<file path="config.mk">
export PLATFORM = sky130hd
export DESIGN_NAME = cdb_arbiter_flat
export DESIGN_NICKNAME = d
export VERILOG_FILES = /design/src/rtl/cdb_arbiter_if.sv /design/src/rtl/cdb_arbiter.sv /design/src/flat_wrapper.sv
export SDC_FILE = /design/constraint.sdc
export NUM_CORES = 1
export LEC_CHECK = 0
export BUFFER_PORTS_ARGS = -buffer_cell sky130_fd_sc_hd__buf_2
export CAP_MARGIN = 0
export CORE_MARGIN = 10
export CORE_UTILIZATION = 43
export CTS_BUF_LIST = sky130_fd_sc_hd__clkbuf_8
export CTS_CLUSTER_DIAMETER = 40
export DETAILED_ROUTE_END_ITERATION = 6
export HOLD_SLACK_MARGIN = 0.1
export PLACE_DENSITY = 0.78
export SYNTH_ARGS = -nofsm -noshare
export SYNTH_HDL_FRONTEND = slang
export SYNTH_SLANG_ARGS = --single-unit
</file>
<file path="constraint.sdc">
create_clock -name clk -period 2.8 [get_ports clk]
set_clock_uncertainty 0.2 [all_clocks]
set_input_delay 0.56 -clock clk [delete_from_list [all_inputs] [get_ports clk]]
set_output_delay 0.56 -clock clk [all_outputs]
set_load 0.01 [all_outputs]
</file>
<file path="src/rtl/cdb_arbiter_if.sv">
// CDB arbiter bus: requester-side inputs and broadcast-side outputs.
interface cdb_arbiter_if #(
    parameter int N_REQ  = 4,
    parameter int TAG_W  = 3,
    parameter int DATA_W = 16
);
    logic                      flush;
    logic [N_REQ-1:0]          req;
    logic [N_REQ*TAG_W-1:0]    req_tag;
    logic [N_REQ*DATA_W-1:0]   req_value;
    logic [N_REQ-1:0]          grant;
    logic                      cdb_valid;
    logic [TAG_W-1:0]          cdb_tag;
    logic [DATA_W-1:0]         cdb_value;
    logic [15:0]               conflict_count;

    // Arbiter side
    modport slave (
        input  flush, req, req_tag, req_value,
        output grant, cdb_valid, cdb_tag, cdb_value, conflict_count
    );

    // Requester / write-results side
    modport master (
        output flush, req, req_tag, req_value,
        input  grant, cdb_valid, cdb_tag, cdb_value, conflict_count
    );
endinterface

</file>
<file path="src/rtl/cdb_arbiter.sv">
// Round-robin common-data-bus arbiter: combinational grant, registered
// one-cycle-later broadcast of the winner's tag/value, saturating
// contention counter.
module cdb_arbiter #(
    parameter int N_REQ  = 4,
    parameter int TAG_W  = 3,
    parameter int DATA_W = 16
) (
    input  logic          clk,
    input  logic          reset,
    cdb_arbiter_if.slave  bus
);
    localparam int PTR_W = (N_REQ > 1) ? $clog2(N_REQ) : 1;

    logic [PTR_W-1:0]  ptr_q, ptr_d;
    logic [N_REQ-1:0]  grant_d;
    logic [PTR_W-1:0]  gidx;
    logic              found;
    int                idx;
    logic              cdb_valid_q;
    logic [TAG_W-1:0]  cdb_tag_q;
    logic [DATA_W-1:0] cdb_value_q;
    logic [15:0]       conflict_q;
    logic              multi_req;

    // Rotating priority search starting at ptr; only req/ptr/flush/reset feed grant.
    always_comb begin
        grant_d = '0;
        gidx    = '0;
        found   = 1'b0;
        idx     = 0;
        if (!reset && !bus.flush) begin
            for (int k = 0; k < N_REQ; k++) begin
                idx = (int'(ptr_q) + k) % N_REQ;
                if (!found && bus.req[idx]) begin
                    found        = 1'b1;
                    grant_d[idx] = 1'b1;
                    gidx         = PTR_W'(idx);
                end
            end
        end
    end

    // Pointer moves just past the winner so it has lowest priority next time.
    always_comb begin
        ptr_d = ptr_q;
        if (found)
            ptr_d = (gidx == PTR_W'(N_REQ - 1)) ? '0 : gidx + PTR_W'(1);
    end

    assign multi_req = ($countones(bus.req) >= 2);

    // Broadcast register, pointer and contention counter.
    always_ff @(posedge clk) begin
        if (reset) begin
            cdb_valid_q <= 1'b0;
            cdb_tag_q   <= '0;
            cdb_value_q <= '0;
            ptr_q       <= '0;
            conflict_q  <= '0;
        end else begin
            // found is already forced low by flush, so a flushed request never broadcasts
            cdb_valid_q <= found;
            if (found) begin
                cdb_tag_q   <= bus.req_tag[gidx*TAG_W +: TAG_W];
                cdb_value_q <= bus.req_value[gidx*DATA_W +: DATA_W];
            end
            ptr_q <= bus.flush ? '0 : ptr_d;
            if (!bus.flush && multi_req && conflict_q != 16'hFFFF)
                conflict_q <= conflict_q + 16'd1;
        end
    end

    assign bus.grant          = grant_d;
    assign bus.cdb_valid      = cdb_valid_q;
    assign bus.cdb_tag        = cdb_tag_q;
    assign bus.cdb_value      = cdb_value_q;
    assign bus.conflict_count = conflict_q;
endmodule

</file>
<file path="src/flat_wrapper.sv">
// flat-port wrapper written by rule: the top's interface ports become plain ports
module cdb_arbiter_flat 
#(
    parameter int N_REQ  = 4,
    parameter int TAG_W  = 3,
    parameter int DATA_W = 16
)
  (clk, reset, bus_flush, bus_req, bus_req_tag, bus_req_value, bus_grant, bus_cdb_valid, bus_cdb_tag, bus_cdb_value, bus_conflict_count);
  cdb_arbiter_if #(.N_REQ(N_REQ), .TAG_W(TAG_W), .DATA_W(DATA_W)) bus_i ();
  input  logic clk;
  input  logic reset;
  input wire logic [$bits(bus_i.flush)-1:0] bus_flush;
  input wire logic [$bits(bus_i.req)-1:0] bus_req;
  input wire logic [$bits(bus_i.req_tag)-1:0] bus_req_tag;
  input wire logic [$bits(bus_i.req_value)-1:0] bus_req_value;
  output wire logic [$bits(bus_i.grant)-1:0] bus_grant;
  output wire logic [$bits(bus_i.cdb_valid)-1:0] bus_cdb_valid;
  output wire logic [$bits(bus_i.cdb_tag)-1:0] bus_cdb_tag;
  output wire logic [$bits(bus_i.cdb_value)-1:0] bus_cdb_value;
  output wire logic [$bits(bus_i.conflict_count)-1:0] bus_conflict_count;
  assign bus_i.flush = bus_flush;
  assign bus_i.req = bus_req;
  assign bus_i.req_tag = bus_req_tag;
  assign bus_i.req_value = bus_req_value;
  assign bus_grant = bus_i.grant;
  assign bus_cdb_valid = bus_i.cdb_valid;
  assign bus_cdb_tag = bus_i.cdb_tag;
  assign bus_cdb_value = bus_i.cdb_value;
  assign bus_conflict_count = bus_i.conflict_count;
  cdb_arbiter #(.N_REQ(N_REQ), .TAG_W(TAG_W), .DATA_W(DATA_W)) u_core (.clk(clk), .reset(reset), .bus(bus_i));
endmodule
</file>
Word-level counts from Yosys, hierarchy flattened
Cells that the tools add are included.

word-level totals
  bits of input ports = 83
  output and inout bits = 40
  bits in registers = 38
  bits in read-only memories = 0
  RAM bits = 0
  logic and storage cells = 93
  memories = 0
  latch bits = 0

cells by class
  equal/unequal tests = 2
  multipliers = 1
  reduce and logical (&&, ||, !) cells = 19
  order comparisons = 9
  bitwise logic cells = 6
  shift-type cells = 2
  mux-type cells = 41
  add/subtract/negate cells = 8
  divide/modulo/power cells = 0

operators by type and width
  operator                                               count
  variable part select 64 x 7 -> 16 bit                  1
  adder 32 bit                                           1
  >= comparator 32 x 3 -> 1 bit (second input constant)  1
  2-to-1 mux 4 bit                                       8
  2-to-1 mux 1 bit                                       19
  adder 16 x 1 -> 16 bit (second input constant)         1
  inequality test 16 bit (second input constant)         1
  < comparator 3 x 4 -> 1 bit (second input constant)    3
  2-to-1 mux 2 bit                                       6
  OR 4 bit                                               3
  variable part select 12 x 5 -> 3 bit                   1
  logical AND 1 bit                                      10
  >= comparator 3 x 1 -> 1 bit (second input constant)   3
  binary-select mux 1 bit (select 2 bit)                 4
  demux 1 bit (select 2 bit)                             4
  OR reduction 2 bit                                     4
  logical NOT 1 bit                                      5
  adder 1 x 1 -> 2 bit                                   2
  adder 2 x 1 -> 2 bit (second input constant)           2
  adder 2 bit (second input constant)                    2
  multiplier 2 x 2 -> 4 bit (second input constant)      1
  bitwise AND 1 bit (first input constant)               3
  < comparator 2 x 3 -> 1 bit (second input constant)    1
  equality test 2 bit (second input constant)            1
  >= comparator 2 x 1 -> 1 bit (second input constant)   1

Depth between registers and ports, before layout
Gate-level depths: netlist (run 1).

  word-level depth = 19
  depth in mapped cells = 12
  depth with buffers taken out = 9

Worst setup path after synthesis (run 1)
Ideal clock, no wire load.

  path kind = register to output
  start = reg u_core.ptr_q[0]
  end = out bus_grant[0]
  stages on the path, launching flop included = 11
  slack = -0.308 ns
  data required time = 2.040 ns
  arrival = 2.348 ns
  buffers on the path = 2
  cell sequence = dfxtp_1 -> buf_6 -> inv_1 -> ha_1 -> clkbuf_1 -> and3b_2 -> a21oi_1 -> o31a_1 -> o21ai_0 -> a221oi_1 -> nor2_1

on the way
  longest elaborated chain between the ends = 16
  elaborated cells between the ends (all ways) = 63
  classes of those cells = add/sub (3); order compare (8); mux (33); bitwise (6); reduce/logical (13)

ends and longest elaborated chain
  item                                                                             line                                  text
  from (decl)                                                                      cdb_arbiter.sv:15                     logic [PTR_W-1:0] ptr_q, ptr_d;
  from (signal assigned)                                                           cdb_arbiter.sv:68                     ptr_q <= bus.flush ? '0 : ptr_d;
  adder 2 x 1 -> 2 bit or binary-select mux 1 bit (select 2 bit) (tied branches)   cdb_arbiter.sv:34, cdb_arbiter.sv:35
  OR reduction 2 bit (no source line) or 2-to-1 mux 1 bit (tied branches)          --
  bitwise AND 1 bit (no source line) or 2-to-1 mux 1 bit (tied branches)           --
  < comparator 3 x 4 -> 1 bit (implied by the code), or another cell as far along  cdb_arbiter.sv:37                     grant_d[idx] = 1'b1;
  logical AND 1 bit (implied by the code) or logical NOT 1 bit (tied branches)     cdb_arbiter.sv:37, cdb_arbiter.sv:35
  2-to-1 mux 1 bit (implied by the code) or logical AND 1 bit (tied branches)      cdb_arbiter.sv:37, cdb_arbiter.sv:35
  demux 1 bit (select 2 bit) or 2-to-1 mux 1 bit (tied branches)                   --
  OR 4 bit (no source line) or 2-to-1 mux 1 bit (tied branches)                    --
  2-to-1 mux 4 bit or logical NOT 1 bit (tied branches)                            cdb_arbiter.sv:35                     if (!found && bus.req[idx]) begin
  2-to-1 mux 4 bit or logical AND 1 bit (tied branches)                            cdb_arbiter.sv:32, cdb_arbiter.sv:35
  OR 4 bit (no source line) or 2-to-1 mux 1 bit (tied branches)                    --
  2-to-1 mux 4 bit or 2-to-1 mux 1 bit (tied branches)                             cdb_arbiter.sv:35, cdb_arbiter.sv:32
  2-to-1 mux 4 bit or logical NOT 1 bit (tied branches)                            cdb_arbiter.sv:32, cdb_arbiter.sv:35
  OR 4 bit (no source line) or logical AND 1 bit (tied branches)                   --
  2-to-1 mux 4 bit (*)                                                             cdb_arbiter.sv:35
  2-to-1 mux 4 bit (*)                                                             cdb_arbiter.sv:32                     if (!reset && !bus.flush) begin
  to (decl)                                                                        flat_wrapper.sv:16                    output wire logic [$bits(bus_i.grant)-1:0] bus_grant;

Mark *: on every way between the ends. The rest lies on a longest branch, timed or not. The select of a mux whose other input is x is not followed.

Worst setup path in the final report (run 1)
Same ends and word-level chain as after synthesis.

==> results.md, run 1 <==
- Post-DRT Antenna Nets: 0
- Slew margin rel.: 54.8%
- Pwr dens: 396 mW/mm2
- Number of global-route vias before repair: 2593
- Ports: 123
- Setup TNS: -0.156 ns
- CTS Root Cell: clkbuf_8
- CTS tree: done
- Placer's final routability congestion estimate: 0.886
- Syn_nets: 366
- Cells after Synth: 271
- Seq/Total Area, Yosys: 29.9%
- Number of synthesized flops with an enable pin: 0
- DRC viols: 0
- Total track usage: 15.6%
- Final Cycle Share: 102%
- Worst endpoint required time: 2.04 ns
- Total core area: 0.00564 mm2
- Insertion delay to the later sink of the worst-skew pair: 0.28 ns
- Post-synthesis cell type count: 49
- Most used cell, CP: nor2_1
- Mean Syn Cell Area: 9.40 um2
- DP Area: 0.00320 mm2
- Fin. Hold Viols: 0
- First-pass DRT Iterations: 4
- Fmax: 0.351 GHz
- Share of post-route cells with drive strength above 1: 42.5%
- H-tree Lvls: 2
- # clock sinks: 38
- Critical path cell sequence: inv_2, ha_4, mux4_2, a22oi_1, nor2_1, a221oi_1, nor2_1, buf_2
- Worst Path Arrival: 2.09 ns
- Layer carrying the most global-route usage: met2
- Via density: 5.25
- Vert. Die Dim: 97.0 um
- Grt met2 use: 26.2%
- Final Cell Area: 0.00339 mm2
- Least-Margin Pin Slew: 0.676 ns
- Worst-path clk slew: 0.07 ns
- Crit path launch: u_core.ptr_q[0]
- Met3 GRT Util: 4.61%
- Reg2Reg Launch Point: u_core.ptr_q[1]
- Minimum clock period: 2.85 ns
- Total Power: 0.00134 W
- Initial DRC Count: 87
- Final slew viol count: 0
- Asr flop ratio synth: 0%
- Cts hold-fix bufs: 0
- WL final: 7730 um
- Worst Slack Setup Final: -0.0521 ns
- Unrepaired setup endpoints after global routing: true
- Startpoint type of the worst setup path: register
- GR Util met1: 18.5%
- Die Wd: 97.0 um
- Critical path's top delay family: compound AO/OA/AOI/OAI gates
- Worst Hold Launch: u_core.bus.cdb_value[3]
- Most frequent cells in the layout: buf_2 (122), mux2i_1 (40), dfxtp_1 (36)
- Crit-path slowest cell: mux4_2
- Largest net degree at the start of global routing: 36
- Critical path's largest stage delay: 0.40 ns
- Grt ovf: 0
- ANT cells: 0
- Max-cap viol count: 0
- DIE AREA: 0.00940 mm2
- Hold slack: 0.257 ns
- PortBufs: 122
- Crit path buf inv count: 2
- Hold/Removal Path Class: reg -> reg
- Violated checks: negative setup slack
- Initial Utilization: 45.2%
- Yosys warns: 0
- Outcome: finished with violations
- Final nets: 500
- Maximum clock insertion buffer count: 2
- Reg2Reg Setup Slack: 0.04 ns
- Initial antenna violation count: 0
- Crit end category: output port
- Worst Path Class, Setup: reg -> out
- Post-DP HPWL: 6030 um
- Finished Core Util: 60.0%
- Max rail drop VDD: 308 uV
- Synthesized area: 0.00255 mm2
- Commonest non-fill, non-tap cell in the layout: buf_2
- Main flop type after synthesis: dfxtp_1
- Crit-path max FO: 6
- Setup violators final: 4
- Row cnt: 27
- #FFs+latches synth: 38
- First-pass GRT wire length: 12400 um
- Num CTS Buffers: 5
- Leak: 1.83 nW
- Layout area overhead: 32.9%
- Routed len/inst: 16.2 um
- Vias post-DR: 2502
## cells in the mapped netlist (2+ instances only)
| cell type | n | area share [%] |
|---|---|---|
| nand2_1 | 28 | 4.1 |
| o21ai_0 | 4 | 0.79 |
| a22oi_1 | 4 | 1.2 |
| o221ai_1 | 19 | 6.5 |
| nand3_1 | 8 | 1.6 |
| and4_1 | 2 | 0.69 |
| inv_1 | 7 | 1.0 |
| buf_2 | 2 | 0.39 |
| nor3_1 | 2 | 0.39 |
| a221oi_1 | 4 | 1.4 |
| clkbuf_1 | 6 | 0.88 |
| and2_1 | 2 | 0.49 |
| nand4_1 | 4 | 0.98 |
| a21oi_1 | 6 | 1.2 |
| ha_1 | 11 | 5.4 |
| dfxtp_1 | 38 | 30 |
| buf_12 | 4 | 3.1 |
| xor2_1 | 11 | 3.8 |
| or3_1 | 3 | 0.74 |
| mux2i_1 | 40 | 16 |
| xnor2_1 | 2 | 0.69 |
| nor2_1 | 29 | 4.3 |
| buf_6 | 4 | 1.8 |
| and3_1 | 4 | 0.98 |
| mux4_2 | 3 | 2.7 |
## state kept, by name, indices dropped and copies added, names as in the netlist
register,cells
u_core.bus.cdb_tag,3
u_core.bus.cdb_valid,1
u_core.bus.cdb_value,16
u_core.bus.conflict_count,16
u_core.ptr_q,2
## per-stage QoR
stage	worst slack, ns	std cells
2_1_floorplan	0.0122	271
3_3_place_gp	0.0849	462
3_5_place_dp	0.0179	462
4_1_cts	-0.00909	476
5_1_grt	-0.209	477
6_report	-0.0521	477
## layer usage
| layer | vias to the layer above | part of all wire, % |
|---|---|---|
| met1 | 1129 | 43 |
| met5 | - | 0 |
| li1 | 1259 | - |
| met3 | 13 | 7.9 |
| met2 | 101 | 47 |
| met4 | 0 | 1.7 |
## where the power goes
group          total (W)  switching (W)  leakage [nW]  internal, W
Clock           0.000336       0.000172        0.0466     0.000164
Sequential      0.000598      0.0000204         0.311     0.000578
Combinational   0.000407       0.000203          1.47     0.000204
## worst register-to-register path: stages (launching register included)
cell	delay [ns]
dfxtp_2	0.34
buf_6	0.10
mux4_2	0.50
nor2b_4	0.16
buf_4	0.14
buf_4	0.13
o211ai_2	0.14
o41a_2	0.23
buf_12	0.26
mux2i_1	0.28
o221ai_1	0.15
## layout make-up
| type | count | area, um2 |
|---|---|---|
| fillers | 523 | 2260 |
| flip-flops and latches | 38 | 763 |
| repair buffers | 145 | 812 |
| multi-input cells | 207 | 1610 |
| inverters | 8 | 30.0 |
| clock buffers | 5 | 68.8 |
| well taps | 72 | 90.1 |
| clock inverters | 2 | 7.51 |
## repair_timing
item,4_1_cts,5_1_grt
pin swaps,5,3
resized for setup,11,2
buffers inserted,7,1
cloned,0,0
setup endpoints to repair,4,4
## path summary, 6_finish.rpt
kind,to,cells past startpoint
worst max register to register,u_core.bus.cdb_value[13],10
worst min register to register,u_core.bus.cdb_value[3],2
worst min-delay path,u_core.bus.cdb_value[3],2
worst max-delay path,bus_grant[0],8
## cells by family (layout without fill, tap and decap cells)
kind of cell	after synthesis	in the layout	share of synthesized area, %
and+or+nand+nor	92	92	17.7
AOI/OAI and AO/OA	45	45	13.8
muxes	45	45	19.8
DFF	38	38	29.9
buffers and inverters	26	160	8.10
xor gates and xnor gates	13	13	4.47
adders and majority gates	12	12	6.19
Note: power is estimated with default switching activity, not from simulation.
==> run 2: changes to the inputs <==
--- a/config.mk
+++ b/config.mk
@@ -13,6 +13,7 @@
 export CTS_CLUSTER_DIAMETER = 40
 export DETAILED_ROUTE_END_ITERATION = 6
 export HOLD_SLACK_MARGIN = 0.1
+export MAX_ROUTING_LAYER = met4
 export PLACE_DENSITY = 0.78
 export SYNTH_ARGS = -nofsm -noshare
 export SYNTH_HDL_FRONTEND = slang
==> run 2 against run 1 <==
Effect of this change: cell area unchanged; routed wire length about the same; worst setup slack got worse by 0.0016 ns; first-iteration DRC count grew 3.4%; sequential share of layout area is the same; the run still ends with negative setup slack left; sequential power hardly changed; combinational power about the same; total power barely moved; global-route usage increased by 0.43 points; utilization is the same.
==> results.md, run 2 (synthesized netlist as in run 1, its figures left out) <==
- Final slew viol count: 0 (unchanged)
- Total core area: 0.00564 mm2 (unchanged)
- First-pass DRT Iterations: 4 (unchanged)
- Crit path launch: u_core.ptr_q[0]
- Crit end category: output port
- Fmax: 0.350 GHz (about the same)
- Vert. Die Dim: 97.0 um (unchanged)
- Total Power: 0.00134 W (about the same)
- Maximum clock insertion buffer count: 2 (unchanged)
- Crit-path max FO: 6 (unchanged)
- DRC viols: 0 (unchanged)
- Max-cap viol count: 0 (unchanged)
- Violated checks: negative setup slack
- Row cnt: 27 (unchanged)
- WL final: 7740 um (about the same)
- Hold slack: 0.257 ns (+0.00000100 ns)
- Worst flop-to-flop path endpoint: u_core.bus.cdb_value[13]
- Ports: 123 (unchanged)
- Reg2Reg Launch Point: u_core.ptr_q[1]
- Post-DRT Antenna Nets: 0 (unchanged)
- Reg2Reg Setup Slack: 0.04 ns (about the same)
- Worst-path clk slew: 0.07 ns (about the same)
- ANT cells: 0 (unchanged)
- Slew margin rel.: 54.8% (about the same)
- DIE AREA: 0.00940 mm2 (unchanged)
- Insertion delay to the later sink of the worst-skew pair: 0.28 ns (about the same)
- Most frequent cells in the layout: buf_2 (122), mux2i_1 (40), dfxtp_1 (36)
- # clock sinks: 38 (unchanged)
- Worst Slack Setup Final: -0.0536 ns (-0.00157 ns)
- Layout area overhead: 32.9% (unchanged)
- Placed cell count: 462 (unchanged)
- Minimum clock period: 2.85 ns (+0.00157 ns)
- Setup violators final: 4 (unchanged)
- CTS Root Cell: clkbuf_8
- Crit path to: bus_grant[0]
- Grt ovf: 0 (unchanged)
- Worst endpoint required time: 2.04 ns (about the same)
- H-tree Lvls: 2 (unchanged)
- Share of post-route cells with drive strength above 1: 42.5% (unchanged)
- Leak: 1.83 nW (unchanged)
- Reg2Reg Depth: 10 (unchanged)
- PortBufs: 122 (unchanged)
- Routed len/inst: 16.2 um (about the same)
- Placer's final routability congestion estimate: 0.900 (+1.7%)
- Startpoint type of the worst setup path: register
- Fin. Hold Viols: 0 (unchanged)
- Total track usage: 16.1% (+0.43 points)
- Via density: 5.26 (+0.36%)
- Non-Filler Instances: 477 (unchanged)
- Die Wd: 97.0 um (unchanged)
- Commonest non-fill, non-tap cell in the layout: buf_2
- Initial DRC Count: 90 (+3.4%)
- Post-DP HPWL: 6030 um (unchanged)
- Final nets: 500 (unchanged)
- First-pass GRT wire length: 12400 um (about the same)
- CTS tree: done
- Worst Path Class, Setup: reg -> out
- Number of global-route vias before repair: 2594 (+0.039%)
- Initial antenna violation count: 0 (unchanged)
- Vias post-DR: 2511 (+0.36%)
- Max rail drop VDD: 308 uV (+0.14%)
- Largest net degree at the start of global routing: 36 (unchanged)
- Outcome: finished with violations
- Worst Path Arrival: 2.09 ns (about the same)
- Final Cycle Share: 102% (about the same)
- Least-Margin Pin Slew: 0.676 ns (-0.000603 ns)
- Initial Utilization: 45.2% (unchanged)
- Pwr dens: 397 mW/mm2 (about the same)
- Num CTS Buffers: 5 (unchanged)
- Unrepaired setup endpoints after global routing: true
- Hold/Removal Path Class: reg -> reg
run 2: layer usage:
metal | routed length [um] | part of all wire (%) | global-route usage, %
met1 | 3380 | 44 | 18.8
met2 | 3650 | 47 | 26.2
met3 | 575 | 7.4 | 4.12
met4 | 137 | 1.8 | 5.41
met5 | 0 | 0 | -
run 2: what timing repair did:
| action | 4_1_cts | 5_1_grt |
|---|---|---|
| gates resized for setup | 11 | 2 |
| endpoints found under the hold margin | 0 | 0 |
| hold buffers | 0 | 0 |
| pin swaps | 5 | 3 |
| endpoints found under the setup margin | 4 | 4 |
| gates cloned | 0 | 0 |
| setup buffers | 7 | 1 |
run 2: report_power, final:
part | total, W | internal [W] | switching (W)
Combinational | 0.000408 | 0.000204 | 0.000204
Clock | 0.000337 | 0.000164 | 0.000173
Sequential | 0.000598 | 0.000578 | 0.0000204
run 2: worst min path at each step:
stage	startpoint	endpoint	slack [ns]	cells past startpoint
2_1_floorplan	u_core.bus.cdb_tag[0]	u_core.bus.cdb_tag[0]	0.30	2
3_3_place_gp	u_core.bus.cdb_value[8]	u_core.bus.cdb_value[8]	0.24	2
3_5_place_dp	u_core.bus.cdb_value[13]	u_core.bus.cdb_value[13]	0.25	2
4_1_cts	u_core.bus.cdb_value[3]	u_core.bus.cdb_value[3]	0.26	2
5_1_grt	u_core.bus.cdb_value[3]	u_core.bus.cdb_value[3]	0.29	2
6_report	u_core.bus.cdb_value[3]	u_core.bus.cdb_value[3]	0.26	2
run 2: worst max-delay path: stages (launching register included):
cell and delay (ns):
dfxtp_2 0.36, inv_2 0.06, ha_4 0.29, mux4_2 0.40, a22oi_1 0.24, nor2_1 0.06
a221oi_1 0.20, nor2_1 0.06, buf_2 0.14
run 2: per-stage QoR:
step	util [%]	setup WS (ns)	cell area (um2)	setup TNS [ns]
2_1_floorplan	-	0.0122	2550	0
3_3_place_gp	56.7	0.0849	3200	0
3_5_place_dp	56.7	0.0179	3200	0
4_1_cts	59.7	-0.00909	3370	-0.0176
5_1_grt	60.0	-0.209	3390	-1.70
6_report	60.0	-0.0536	3390	-0.167
run 2: area by class of cell:
cell class	instances	area, um2
inverters	8	30.0
fillers	523	2260
flip-flops and latches	38	763
clock inverters	2	7.51
well taps	72	90.1
multi-input cells	207	1610
repair buffers	145	812
clock buffers	5	68.8
==> run 3: changes to the inputs <==
--- a/config.mk
+++ b/config.mk
@@ -5,16 +5,18 @@
 export SDC_FILE = /design/constraint.sdc
 export NUM_CORES = 1
 export LEC_CHECK = 0
-export BUFFER_PORTS_ARGS = -buffer_cell sky130_fd_sc_hd__buf_2
+export BUFFER_PORTS_ARGS = -buffer_cell sky130_fd_sc_hd__clkbuf_2
 export CAP_MARGIN = 0
+export CELL_PAD_IN_SITES_DETAIL_PLACEMENT = 0
+export CELL_PAD_IN_SITES_GLOBAL_PLACEMENT = 1
 export CORE_MARGIN = 10
-export CORE_UTILIZATION = 43
+export CORE_UTILIZATION = 31
 export CTS_BUF_LIST = sky130_fd_sc_hd__clkbuf_8
 export CTS_CLUSTER_DIAMETER = 40
 export DETAILED_ROUTE_END_ITERATION = 6
 export HOLD_SLACK_MARGIN = 0.1
 export MAX_ROUTING_LAYER = met4
-export PLACE_DENSITY = 0.78
+export PLACE_DENSITY_LB_ADDON = 0.1
 export SYNTH_ARGS = -nofsm -noshare
 export SYNTH_HDL_FRONTEND = slang
 export SYNTH_SLANG_ARGS = --single-unit
==> run 3 against run 2 <==
Effect of this change: the flow still finishes with violations (negative setup slack); clock power increased by 75%; sequential power is essentially flat; utilization shrank 16 points; first-iteration DRC count decreased by 13%; sequential share of layout area down 0.90 points; final cell count up 7.5%; global-route usage decreased by 3.6 points; critical path depth is 1 higher; worst setup slack gained 0.034 ns; flip-flop and latch count unchanged; critical endpoint unchanged; highest routed layer unchanged.
==> results.md, run 3 (synthesized netlist as in run 1, its figures left out) <==
- Crit-path slowest cell: dfxtp_4
- Pwr dens: 450 mW/mm2 (+13%)
- Unrepaired setup endpoints after global routing: true
- Final nets: 502 (+0.40%)
- First-pass GRT wire length: 12600 um (+1.7%)
- Vert. Die Dim: 111 um (+14%)
- Seq pwr share: 37.4% (-7.2 points)
- Share of post-route cells with drive strength above 1: 43.9% (+1.4 points)
- Initial antenna violation count: 0 (unchanged)
- Max rail drop VDD: 240 uV (-22%)
- Reg area: 768 um2 (+0.66%)
- Violated checks: negative setup slack
- Maximum clock insertion buffer count: 2 (unchanged)
- Critical path's largest stage delay: 0.36 ns (-0.04 ns)
- Post-DRT Antenna Nets: 0 (unchanged)
- First-pass DRT Iterations: 4 (unchanged)
- Least-Margin Pin Slew: 0.336 ns (-0.339 ns)
- Placer's final routability congestion estimate: 0.794 (-12%)
- Routed len/inst: 15.2 um (-6.2%)
- Max-cap viol count: 0 (unchanged)
- Comb power frac: 25.8% (-4.6 points)
- WL final: 7800 um (+0.84%)
- Cell-internal power: 0.00117 W (+23%)
- Fmax: 0.355 GHz (+1.2%)
- Crit end category: output port
- Number of global-route vias before repair: 2608 (+0.54%)
- Die Wd: 111 um (+14%)
- Sw Pwr: 0.000431 W (+8.7%)
- # clock sinks: 38 (unchanged)
- DRC viols: 0 (unchanged)
- Post-DP HPWL: 6070 um (+0.52%)
- Post-Place Worst Slack: 0.0205 ns (+0.00266 ns)
- Initial Utilization: 31.5% (-14 points)
- Critical path cell sequence: inv_4, ha_4, and3b_2, a21oi_1, o31a_1, o21ai_4, a221oi_1, nor2_1, clkbuf_2
- Leak: 1.87 nW (+2.3%)
- Commonest non-fill, non-tap cell in the layout: clkbuf_2
- Num CTS Buffers: 5 (unchanged)
- Worst Path Class, Setup: reg -> out
- Fill count: 843 (+61%)
- Via density: 4.84 (-8.0%)
- Cts hold-fix bufs: 0 (unchanged)
- Largest net degree at the start of global routing: 21 (-42%)
- Worst Path Arrival: 2.06 ns (-0.03 ns)
- Minimum clock period: 2.82 ns (-0.0343 ns)
- H-tree Lvls: 2 (unchanged)
- Total core area: 0.00809 mm2 (+43%)
- Grt ovf: 0 (unchanged)
- Outcome: finished with violations
- Row cnt: 33 (+22%)
- Final Cycle Share: 101% (-1.2 points)
- Layout area overhead: 39.3%
- Slew margin rel.: 77.5% (+23 points)
- Startpoint type of the worst setup path: register
- CTS tree: done
- Fin. Hold Viols: 0 (unchanged)
- Most frequent cells in the layout: clkbuf_2 (119), mux2i_1 (40), dfxtp_1 (36)
- Vias post-DR: 2485 (-1.0%)
- Crit-path max FO: 7 (+1)
- Worst endpoint required time: 2.04 ns (about the same)
- Crit path buf inv count: 2 (unchanged)
- PortBufs: 122 (unchanged)
- Insertion delay to the later sink of the worst-skew pair: 0.29 ns (about the same)
- Total track usage: 12.4% (-3.6 points)
- DIE AREA: 0.0122 mm2 (+30%)
- Hold/Removal Path Class: reg -> reg
- Setup violators final: 2 (-2)
- Clock group share of total power: 36.9% (+12 points)
- Ports: 123 (unchanged)
- Worst-path clk slew: 0.07 ns (about the same)
- Critical path's top delay family: compound AO/OA/AOI/OAI gates
- Setup TNS: -0.0275 ns (+0.140 ns)
- Final slew viol count: 0 (unchanged)
- Worst Slack Setup Final: -0.0193 ns (+0.0343 ns)
- ANT cells: 0 (unchanged)
- CTS Root Cell: clkbuf_8
- Sw Share: 27.0% (-2.6 points)
- Initial DRC Count: 78 (-13%)
- Multi-input logic area: 0.00164 mm2 (+1.3%)
- Total Power: 0.00160 W (+19%)
[run 3: cell count changes in the layout (fill, tap and decap cells not counted), sizes merged]
cell and change:
clkbuf +120, buf -117, bufinv +2, inv -2
[run 3: per-layer routing]
metal / share of wire [%] / global-route usage, %
met2: 54 / 21.6
met1: 42 / 13.9
met5: 0 / -
met3: 3.9 / 3.08
met4: 0.96 / 3.21
[run 3: through the flow]
stage | util, % | hold WS (ns) | cells | area [um2]
after global placement | 40.6 | 0.244 | 499 | 3280
after floorplan | - | 0.303 | 271 | 2550
after global routing | 43.9 | 0.289 | 513 | 3550
final | 43.9 | 0.265 | 513 | 3550
after CTS | 43.2 | 0.272 | 512 | 3500
after detailed placement | 40.6 | 0.249 | 499 | 3280
[run 3: layout make-up]
class                      count  share of cell area, %
multi-input combinational    207                   46.1
timing repair buffer         147                   23.7
sequential                    38                   21.6
tap                          105                   3.70
clock buffer                   6                   2.33
clock inverter                 2                   1.69
inverter                       8                  0.916
[run 3: worst register-to-register path, stage by stage, from the launching register on]
cell      delay, ns
dfxtp_4        0.36
buf_6          0.10
mux4_2         0.51
nor2b_4        0.16
buf_4          0.13
o211ai_2       0.13
o41a_2         0.27
buf_12         0.21
mux2i_1        0.26
o221ai_1       0.14
[run 3: worst paths after layout]
kind	startpoint	endpoint	slack, ns	cells after the start
setup reg to reg	u_core.ptr_q[1]	u_core.bus.cdb_value[12]	0.19	9
hold / removal	u_core.bus.cdb_value[12]	u_core.bus.cdb_value[12]	0.27	2
hold reg to reg	u_core.bus.cdb_value[12]	u_core.bus.cdb_value[12]	0.27	2
setup / recovery	u_core.ptr_q[1]	bus_grant[0]	-0.02	9
[run 3: power by group through the flow]
stage	Combinational (W)	Sequential, W	Clock (W)
6_report	0.000412	0.000597	0.000589
5_1_grt	0.000456	0.000603	0.000632
3_3_place_gp	0.000389	0.000608	0
4_1_cts	0.000409	0.000598	0.000606
3_5_place_dp	0.000392	0.000609	0
2_1_floorplan	0.000224	0.000629	0
[run 3: what timing repair did]
item,in CTS,in global routing
gates resized for setup,10,12
buffers inserted,5,1
endpoints found under the setup margin,4,4
pin swaps,5,1
